==> config.mk <==
export PLATFORM = sky130hd
export DESIGN_NAME = systemace_sector_ctrl
export DESIGN_NICKNAME = d
export VERILOG_FILES = /design/src/rtl/sace_pkg.sv /design/src/rtl/sace_ll_issue.sv /design/src/rtl/systemace_sector_ctrl.sv
export SDC_FILE = /design/constraint.sdc
export NUM_CORES = 1
export LEC_CHECK = 0
export ABC_AREA = 1
export BUFFER_PORTS_ARGS = -buffer_cell sky130_fd_sc_hd__buf_2
export CAP_MARGIN = 20
export CORE_ASPECT_RATIO = 1.5
export CORE_MARGIN = 3
export CORE_UTILIZATION = 35
export DETAILED_ROUTE_END_ITERATION = 6
export HOLD_SLACK_MARGIN = 0.15
export PLACE_DENSITY = 0.61
export SETUP_SLACK_MARGIN = 0.05
export SYNTH_ARGS = -nofsm -noshare
export SYNTH_HDL_FRONTEND = slang
export SYNTH_SLANG_ARGS = --single-unit
==> constraint.sdc <==
create_clock -name CLK -period 2.7 [get_ports CLK]
set_input_delay 0.54 -clock CLK [delete_from_list [all_inputs] [get_ports CLK]]
set_output_delay 0.54 -clock CLK [all_outputs]
set_load 0.01 [all_outputs]
==> src/rtl/sace_pkg.sv <==
// -----------------------------------------------------------------------------
// sace_pkg
// Shared constants for the SystemACE sector read controller:
//   - register byte addresses on the low-level (ll) bus
//   - STATUS bit indices polled by the controller
//   - CONTROL / sector-command values
//   - controller state enum (also exported on the debug state port)
// -----------------------------------------------------------------------------
package sace_pkg;

  // Register byte addresses
  localparam logic [7:0] REG_STATUS  = 8'h04;
  localparam logic [7:0] REG_LBA_LO  = 8'h10;
  localparam logic [7:0] REG_LBA_HI  = 8'h12;
  localparam logic [7:0] REG_SECCMD  = 8'h14;
  localparam logic [7:0] REG_CONTROL = 8'h18;
  localparam logic [7:0] REG_DATABUF = 8'h40;

  // STATUS bit indices
  localparam int STAT_MPULOCK    = 1;
  localparam int STAT_DATABUFRDY = 5;
  localparam int STAT_CFCMDRDY   = 8;

  // CONTROL and sector-command values
  localparam logic [15:0] CTRL_LOCK_REQ  = 16'h0002;
  localparam logic [15:0] CTRL_RELEASE   = 16'h0000;
  localparam logic [15:0] CMD_READ_1SEC  = 16'h0301;

  typedef enum logic [3:0] {
    S_IDLE      = 4'd0,
    S_LOCK      = 4'd1,
    S_LOCK_POLL = 4'd2,
    S_RDY_POLL  = 4'd3,
    S_LBA_LO    = 4'd4,
    S_LBA_HI    = 4'd5,
    S_CMD       = 4'd6,
    S_BUF_POLL  = 4'd7,
    S_BUF_RD    = 4'd8,
    S_REL       = 4'd9,
    S_FIN       = 4'd10
  } state_e;

endpackage

==> src/rtl/sace_ll_issue.sv <==
// -----------------------------------------------------------------------------
// sace_ll_issue
// Single-outstanding issue/complete engine for the low-level register bus.
//
// Handshake: the requester holds req_i (with req_write_i/addr/wdata/isbuf
// stable) from the cycle it wants an access until the cycle cmp_o is high.
// A one-cycle llread/llwrite pulse is emitted only when req_i=1, llbusy=0 and
// no access is outstanding. A read completes on the first llavail=1 after its
// pulse; a write completes on the first llbusy=0 cycle at least two cycles
// after its pulse. cmp_o is high for exactly that completion cycle.
//
// Ports
//   clk_i, rst_ni                 clock, async active-low reset
//   req_i, req_write_i,
//   req_isbuf_i, req_addr_i,
//   req_wdata_i                   access request from the controller FSM
//   cmp_o                         completion pulse
//   llread_o, llwrite_o,
//   llwritedata_o, lladdr_o,
//   ll_isbuffer_o                 low-level request side
//   llavail_i, llbusy_i           low-level response side
// -----------------------------------------------------------------------------
module sace_ll_issue #(
  parameter int ADDR_W = 7
) (
  input  logic              clk_i,
  input  logic              rst_ni,
  input  logic              req_i,
  input  logic              req_write_i,
  input  logic              req_isbuf_i,
  input  logic [ADDR_W-1:0] req_addr_i,
  input  logic [15:0]       req_wdata_i,
  output logic              cmp_o,
  output logic              llread_o,
  output logic              llwrite_o,
  output logic [15:0]       llwritedata_o,
  output logic [ADDR_W-1:0] lladdr_o,
  output logic              ll_isbuffer_o,
  input  logic              llavail_i,
  input  logic              llbusy_i
);

  logic       out_q, out_d;   // an access is outstanding
  logic       wr_q,  wr_d;    // outstanding access is a write
  logic [1:0] age_q, age_d;   // cycles since the pulse, saturating at 2
  logic       fire;

  assign fire  = req_i & ~out_q & ~llbusy_i;
  assign cmp_o = out_q & (wr_q ? ((age_q == 2'd2) & ~llbusy_i) : llavail_i);

  always_comb begin
    out_d = out_q;
    wr_d  = wr_q;
    age_d = age_q;
    if (fire) begin
      out_d = 1'b1;
      wr_d  = req_write_i;
      age_d = 2'd1;
    end else if (out_q) begin
      if (cmp_o) out_d = 1'b0;
      if (age_q != 2'd2) age_d = age_q + 2'd1;
    end
  end

  always_ff @(posedge clk_i or negedge rst_ni) begin
    if (!rst_ni) begin
      out_q <= 1'b0;
      wr_q  <= 1'b0;
      age_q <= 2'd0;
    end else begin
      out_q <= out_d;
      wr_q  <= wr_d;
      age_q <= age_d;
    end
  end

  // Address/data are driven from the held request, so they stay valid for
  // the whole access and drop to zero as soon as the FSM leaves a bus state.
  assign llread_o      = fire & ~req_write_i;
  assign llwrite_o     = fire &  req_write_i;
  assign lladdr_o      = req_i ? req_addr_i : '0;
  assign llwritedata_o = (req_i & req_write_i) ? req_wdata_i : '0;
  assign ll_isbuffer_o = req_i & req_isbuf_i & ~req_write_i;

endmodule

==> src/rtl/systemace_sector_ctrl.sv <==
// -----------------------------------------------------------------------------
// systemace_sector_ctrl
// Reads one 512-byte sector from a SystemACE controller: takes the MPU lock,
// waits for CF command ready, programs the LBA, issues a one-sector read,
// drains 256 DATABUF words in bursts of 16 and releases the lock.
//
// Optional feature macro: SACE_POLL_TIMEOUT_EN
//   defined   -> each poll state gives up after POLL_LIMIT STATUS reads
//                without the awaited bit, releases the lock and pulses err
//   undefined -> polls wait forever, err is constant 0
//
// Ports
//   CLK, RST                      clock, async active-low reset
//   start, lba                    request (sampled in IDLE only) and sector LBA
//   busy, done, err               status; done/err are one-cycle pulses
//   sec_data, sec_valid           sector word stream
//   llread, llwrite, llwritedata,
//   lladdr, ll_isbuffer           low-level request side
//   llreaddata, llavail, llbusy   low-level response side
//   dbg_state                     current FSM state (sace_pkg::state_e)
// -----------------------------------------------------------------------------
module systemace_sector_ctrl
  import sace_pkg::*;
#(
  parameter int unsigned POLL_LIMIT = 20'hFFFFF,
  parameter int          LL_ADDR_W  = 7
) (
  input  logic                 CLK,
  input  logic                 RST,
  input  logic                 start,
  input  logic [27:0]          lba,
  output logic                 busy,
  output logic                 done,
  output logic                 err,
  output logic [15:0]          sec_data,
  output logic                 sec_valid,
  output logic                 llread,
  output logic                 llwrite,
  output logic [15:0]          llwritedata,
  output logic [LL_ADDR_W-1:0] lladdr,
  output logic                 ll_isbuffer,
  input  logic [15:0]          llreaddata,
  input  logic                 llavail,
  input  logic                 llbusy,
  output logic [3:0]           dbg_state
);

  state_e      state_q, state_d;
  logic [27:0] lba_q, lba_d;
  logic [8:0]  word_cnt_q, word_cnt_d;  // 0..256 words delivered
  logic        done_q, done_d;

  logic        cmp;
  logic        req, req_write, req_isbuf;
  logic [7:0]  req_addr_b;
  logic [15:0] req_wdata;
  logic        poll_bit;     // awaited STATUS bit for the current poll state
  logic        timeout_hit;  // poll gave up on this completion
  logic        fail;         // current transfer is ending in error

  // ---------------------------------------------------------------------------
  // Bus request decode: one register access per bus-owning state
  // ---------------------------------------------------------------------------
  always_comb begin
    req        = 1'b1;
    req_write  = 1'b0;
    req_isbuf  = 1'b0;
    req_addr_b = REG_STATUS;
    req_wdata  = 16'h0000;
    unique case (state_q)
      S_LOCK:     begin req_write = 1'b1; req_addr_b = REG_CONTROL; req_wdata = CTRL_LOCK_REQ; end
      S_LOCK_POLL, S_RDY_POLL, S_BUF_POLL: req_addr_b = REG_STATUS;
      S_LBA_LO:   begin req_write = 1'b1; req_addr_b = REG_LBA_LO; req_wdata = lba_q[15:0]; end
      S_LBA_HI:   begin req_write = 1'b1; req_addr_b = REG_LBA_HI; req_wdata = {4'h0, lba_q[27:16]}; end
      S_CMD:      begin req_write = 1'b1; req_addr_b = REG_SECCMD; req_wdata = CMD_READ_1SEC; end
      S_BUF_RD:   begin req_addr_b = REG_DATABUF; req_isbuf = 1'b1; end
      S_REL:      begin req_write = 1'b1; req_addr_b = REG_CONTROL; req_wdata = CTRL_RELEASE; end
      default:    req = 1'b0;
    endcase
  end

  always_comb begin
    poll_bit = 1'b0;
    unique case (state_q)
      S_LOCK_POLL: poll_bit = llreaddata[STAT_MPULOCK];
      S_RDY_POLL:  poll_bit = llreaddata[STAT_CFCMDRDY];
      S_BUF_POLL:  poll_bit = llreaddata[STAT_DATABUFRDY];
      default:     poll_bit = 1'b0;
    endcase
  end

  sace_ll_issue #(.ADDR_W(LL_ADDR_W)) u_issue (
    .clk_i         (CLK),
    .rst_ni        (RST),
    .req_i         (req),
    .req_write_i   (req_write),
    .req_isbuf_i   (req_isbuf),
    .req_addr_i    (LL_ADDR_W'(req_addr_b)),
    .req_wdata_i   (req_wdata),
    .cmp_o         (cmp),
    .llread_o      (llread),
    .llwrite_o     (llwrite),
    .llwritedata_o (llwritedata),
    .lladdr_o      (lladdr),
    .ll_isbuffer_o (ll_isbuffer),
    .llavail_i     (llavail),
    .llbusy_i      (llbusy)
  );

  // ---------------------------------------------------------------------------
  // Main FSM
  // ---------------------------------------------------------------------------
  always_comb begin
    state_d    = state_q;
    lba_d      = lba_q;
    word_cnt_d = word_cnt_q;
    done_d     = 1'b0;
    unique case (state_q)
      S_IDLE: if (start) begin
        lba_d      = lba;
        word_cnt_d = 9'd0;
        state_d    = S_LOCK;
      end
      S_LOCK:      if (cmp) state_d = S_LOCK_POLL;
      S_LOCK_POLL: if (cmp) begin
        if (poll_bit)         state_d = S_RDY_POLL;
        else if (timeout_hit) state_d = S_REL;
      end
      S_RDY_POLL:  if (cmp) begin
        if (poll_bit)         state_d = S_LBA_LO;
        else if (timeout_hit) state_d = S_REL;
      end
      S_LBA_LO:    if (cmp) state_d = S_LBA_HI;
      S_LBA_HI:    if (cmp) state_d = S_CMD;
      S_CMD:       if (cmp) state_d = S_BUF_POLL;
      S_BUF_POLL:  if (cmp) begin
        if (poll_bit)         state_d = S_BUF_RD;
        else if (timeout_hit) state_d = S_REL;
      end
      S_BUF_RD:    if (cmp) begin
        word_cnt_d = word_cnt_q + 9'd1;
        // Word 256 ends the sector; every 16th word re-checks DATABUFRDY.
        if (word_cnt_q == 9'd255)          state_d = S_REL;
        else if (word_cnt_q[3:0] == 4'hF)  state_d = S_BUF_POLL;
      end
      S_REL:       if (cmp) begin
        state_d = S_FIN;
        done_d  = ~fail;
      end
      S_FIN:       state_d = S_IDLE;
      default:     state_d = S_IDLE;
    endcase
  end

  always_ff @(posedge CLK or negedge RST) begin
    if (!RST) begin
      state_q    <= S_IDLE;
      lba_q      <= 28'h0;
      word_cnt_q <= 9'd0;
      done_q     <= 1'b0;
    end else begin
      state_q    <= state_d;
      lba_q      <= lba_d;
      word_cnt_q <= word_cnt_d;
      done_q     <= done_d;
    end
  end

  // ---------------------------------------------------------------------------
  // Optional poll timeout
  // ---------------------------------------------------------------------------
`ifdef SACE_POLL_TIMEOUT_EN
  localparam int PW = $clog2(POLL_LIMIT + 1);

  logic [PW-1:0] poll_cnt_q;
  logic          fail_q;
  logic          err_q;
  logic          in_poll;

  assign in_poll     = (state_q == S_LOCK_POLL) || (state_q == S_RDY_POLL) ||
                       (state_q == S_BUF_POLL);
  assign timeout_hit = in_poll & cmp & ~poll_bit & (poll_cnt_q == PW'(POLL_LIMIT - 1));
  assign fail        = fail_q;
  assign err         = err_q;

  always_ff @(posedge CLK or negedge RST) begin
    if (!RST) begin
      poll_cnt_q <= '0;
      fail_q     <= 1'b0;
      err_q      <= 1'b0;
    end else begin
      // Counter restarts whenever a poll state is left (success or give-up).
      if (!in_poll || (state_d != state_q)) poll_cnt_q <= '0;
      else if (cmp)                         poll_cnt_q <= poll_cnt_q + PW'(1);

      if ((state_q == S_IDLE) && start) fail_q <= 1'b0;
      else if (timeout_hit)             fail_q <= 1'b1;

      err_q <= (state_q == S_REL) & cmp & fail_q;
    end
  end
`else
  assign timeout_hit = 1'b0;
  assign fail        = 1'b0;
  assign err         = 1'b0;

  // POLL_LIMIT is only consumed by the timeout build.
  if (POLL_LIMIT == 0) begin : g_no_poll_limit
  end
`endif

  assign busy      = (state_q != S_IDLE);
  assign done      = done_q;
  // Word stream is presented on the completion cycle of each DATABUF read.
  assign sec_valid = cmp & (state_q == S_BUF_RD);
  assign sec_data  = sec_valid ? llreaddata : 16'h0000;
  assign dbg_state = state_q;

endmodule

==> reports/results.txt <==
The filler cells instantiated in the layout total 706. From synthesis to final layout, the design area changed by 25.52%. The top cell type by total area after synthesis is dfrtp_1. The count of mapped cells out of synthesis was 292. In this run the worst path has a maximum fanout of 10.

Height of the die: 110.4 um. Based on the critical path, the design can be clocked at up to 422.9 MHz. Counting cells, the worst reg-to-reg path comes to 10. The count of synthesis-stage warnings from yosys is 0, and the number of antenna violations at the first check in global routing is 0. Global routing consumed, over all layers together, 14.77% of the routing resources. In the post-synthesis netlist, the biggest area contributors are dfrtp_1, mux2_1, nand2_1, nor2_1, inv_1. The final worst-path cycle share works out to 87.57%. Residual antenna-violating net count after detailed routing: 0. Most common cell after layout, fill and taps aside: buf_2. The final design utilization came out at 46.00%. The width of the die is 75.63 um, and the clock transition at the register clock pins on the worst setup and hold paths after CTS is 90 ps. Startpoint class of the critical path: a flip-flop. The run gives 0 as the max-slew violation total from the final report. The worst-case clock buffer depth was 2. After detailed routing, the average wire length per cell comes to 13.02 um. On the worst path, the slowest cell contributes a delay of 550 ps. The floorplan step defined a die boundary enclosing 0.008352 mm2. After synthesis the netlist holds a flip-flop and latch count of 46. The number of global-route vias before repair is 2,066. After the first detailed-routing iteration, the DRC count stood at 89. The tools report the sum of net half-perimeters after detailed placement as 4752 um. The logs give 770 ps for the flop-to-flop setup slack and 0 for the number of hold-slack violations in the final timing report.

The region available for standard cell placement spans 0.006944 mm2. After clock tree synthesis, the setup repair step added 0 buffers. The slowest stage of the critical path is the dfrtp_1 cell. After synthesis, flip-flops and latches occupy 45.23% of the total area. The number of buffers created by CTS came out at 5. VDD sags by at most 0.4167 mV. The via count of the routed design was 2,208; the total wirelength of the detailed-routed design was 6054 um. For this design, the CTS-stage hold fixing added 0 buffers. In the routed design, unresolved DRC markers number 0.

The run gives 0 as the number of max-cap violations. The run gives 2 as the maximum level of the CTS H-tree. The worst setup path is captured at an output pin. The detail-routed via count per cell came out at 4.748. The I/O pin count was 99; the time the worst path needs with I/O delays and setup was 2364 ps.

The critical path goes through o21ai_1 > nand2_1 > inv_2 > nand3_1 > nor2_1 > buf_2. For the data arrival time of the worst path, the log shows 1820 ps. The tools report the post-synthesis instance area as 0.002545 mm2.

In the layout the commonest cells are buf_2, dfrtp_1, nand2_1, nor2_1, inv_1. For the worst-skew pair, the clock arrives at the later sink with an insertion delay of 300 ps. The first global-routing pass estimated 9715 um of wire. The worst reg2reg path endpoint was dbg_state[1]$_DFFE_PN0P_. The logs give 4 for the number of detailed-routing iterations run before antenna repair and 37 for the floorplan row count. The tools report the maximum number of pins on one net before global-route repair as 40. The congestion estimate from routability-driven global placement came to 0.8484. After global routing the overflow that remains totals 0. Worst hold-check path type: primary input to async pin.

Summed negative setup slack over all endpoints: 0 ps. The worst setup path is of the flip-flop to output pin kind. Launch point of the worst reg-to-reg path: word_cnt_q[0]$_DFFE_PN0P_.

The cell sitting at the root of the clock tree is a clkbuf_8. Dividing the synthesized area by the synthesized cell count gives 8.716 um2. The net count of the finished layout is 438.

The total power after layout is 3.133 mW. The power density of the placed cells was 980.8 mW/mm2; the number of clock sinks was 46. The worst endpoint required time was 2160 ps.

For the final database, setup skew stands at 5.391 ps. The flow ran to the end, and the final reports show no timing, DRC or antenna violations. Counting distinct cell types in the post-synthesis netlist gives 31. TritonCTS built the clock tree.

For this configuration, the core starts out at a cell density of 36.65%. For the static power due to leakage, the log shows 1.841 nW. Setup violations remaining at the end of the flow were counted as 0. The share of the synthesized area in the top cell type was 45.23%. Port buffering added 95 buffers.

The fraction of layout cells with a size suffix above 1 is 34.11%. Setup repair after global routing left no endpoint under its margin. The count of antenna diodes in the layout is 0.
## cell type report
cell class | count | area [um2] | area share [%]
clock inverter | 3 | 68.82 | 2.154
multi-input combinational | 188 | 1132 | 35.45
sequential | 46 | 1151 | 36.04
clock buffer | 5 | 68.82 | 2.154
timing repair buffer | 98 | 498.0 | 15.59
inverter | 47 | 177.7 | 5.562
tap | 78 | 97.59 | 3.055
## power by group
group | internal (mW) | total, mW | switching (mW)
combinational | 0.546 | 1.35 | 0.800
sequential | 0.971 | 1.17 | 0.203
clock | 0.371 | 0.614 | 0.243
## stage by stage
step           area [um2]  instances  worst slack (ps)  hold slack [ps]
3_5_place_dp         3049        457             478.4            476.2
3_3_place_gp         3049        457             486.7            459.8
6_report             3194        465             335.5            150.5
4_1_cts              3187        465             131.8            164.5
5_1_grt              3194        465             178.7            177.1
2_1_floorplan        2552        294             711.6            244.4
## routing by layer
metal / global-route usage (%) / share of wire (%) / up-vias
li1: - / - / 1124
met3: 2.914 / 5.7 / 4
met2: 24.70 / 50 / 78
met4: 3.851 / 0.84 / 0
met5: 0 / 0 / -
met1: 19.00 / 43 / 1002
## synth_stat cells
cell / n
dfrtp_1: 46
nand2_1: 45
nor2_1: 39
inv_1: 36
mux2_1: 24
nand3_1: 17
a21oi_1: 11
inv_2: 10
a22o_1: 8
o21ai_1: 7
buf_4: 6
nand4_1: 5
buf_2: 4
o21bai_1: 4
buf_6: 3
ha_1: 3
nand3_2: 3
nor2_2: 3
o211ai_1: 3
nand2_2: 2
nor2_4: 2
or2_1: 2
a21oi_2: 1
clkinv_2: 1
conb_1: 1
nand2_4: 1
nor2_8: 1
nor3_1: 1
o21ai_0: 1
o21ai_2: 1
or2_2: 1
## what timing repair did
item / CTS / global route
resized for setup: 0 / 1
endpoints found under the hold margin: 0 / 0
endpoints found under the setup margin: 0 / 17
## state kept, by name, indices dropped and copies added, names as in the netlist
name,count
u_issue.wr_q,1
u_issue.age_q,2
u_issue.out_q,1
done,1
dbg_state,4
word_cnt_q,9
lba_q,28
## critical path: cells and delay by family, from the launching register on
| family | cells | cell delay [ps] |
|---|---|---|
| flops | 1 | 550 |
| simple gates | 3 | 440 |
| buf+inv | 2 | 230 |
| compound gates | 1 | 300 |
## cells by family (layout without fill, tap and decap cells)
group                      after synthesis  in the layout  synth area share (%)
AOI/OAI and AO/OA                       36             36                 9.243
adders and majority gates                3              3                 1.475
DFF                                     46             46                 45.23
and+or+nand+nor                        122            122                 22.42
muxes                                   24             24                 10.62
other                                    1              3                0.1474
buffers and inverters                   60            153                 10.87
## worst max-delay path by stage
stage                                        start           end  slack [ps]  cells after the start
after floorplan           dbg_state[1]$_DFFE_PN0P_  sec_data[10]         710                      8
after global placement    dbg_state[1]$_DFFE_PN0P_     sec_valid         490                      6
after detailed placement  dbg_state[1]$_DFFE_PN0P_     sec_valid         480                      6
after CTS                 dbg_state[1]$_DFFE_PN0P_     sec_valid         130                      6
after global routing      dbg_state[1]$_DFFE_PN0P_  sec_data[10]         180                      6
final                     dbg_state[1]$_DFFE_PN0P_        llread         340                      6
(Power assumes the default switching activity.)
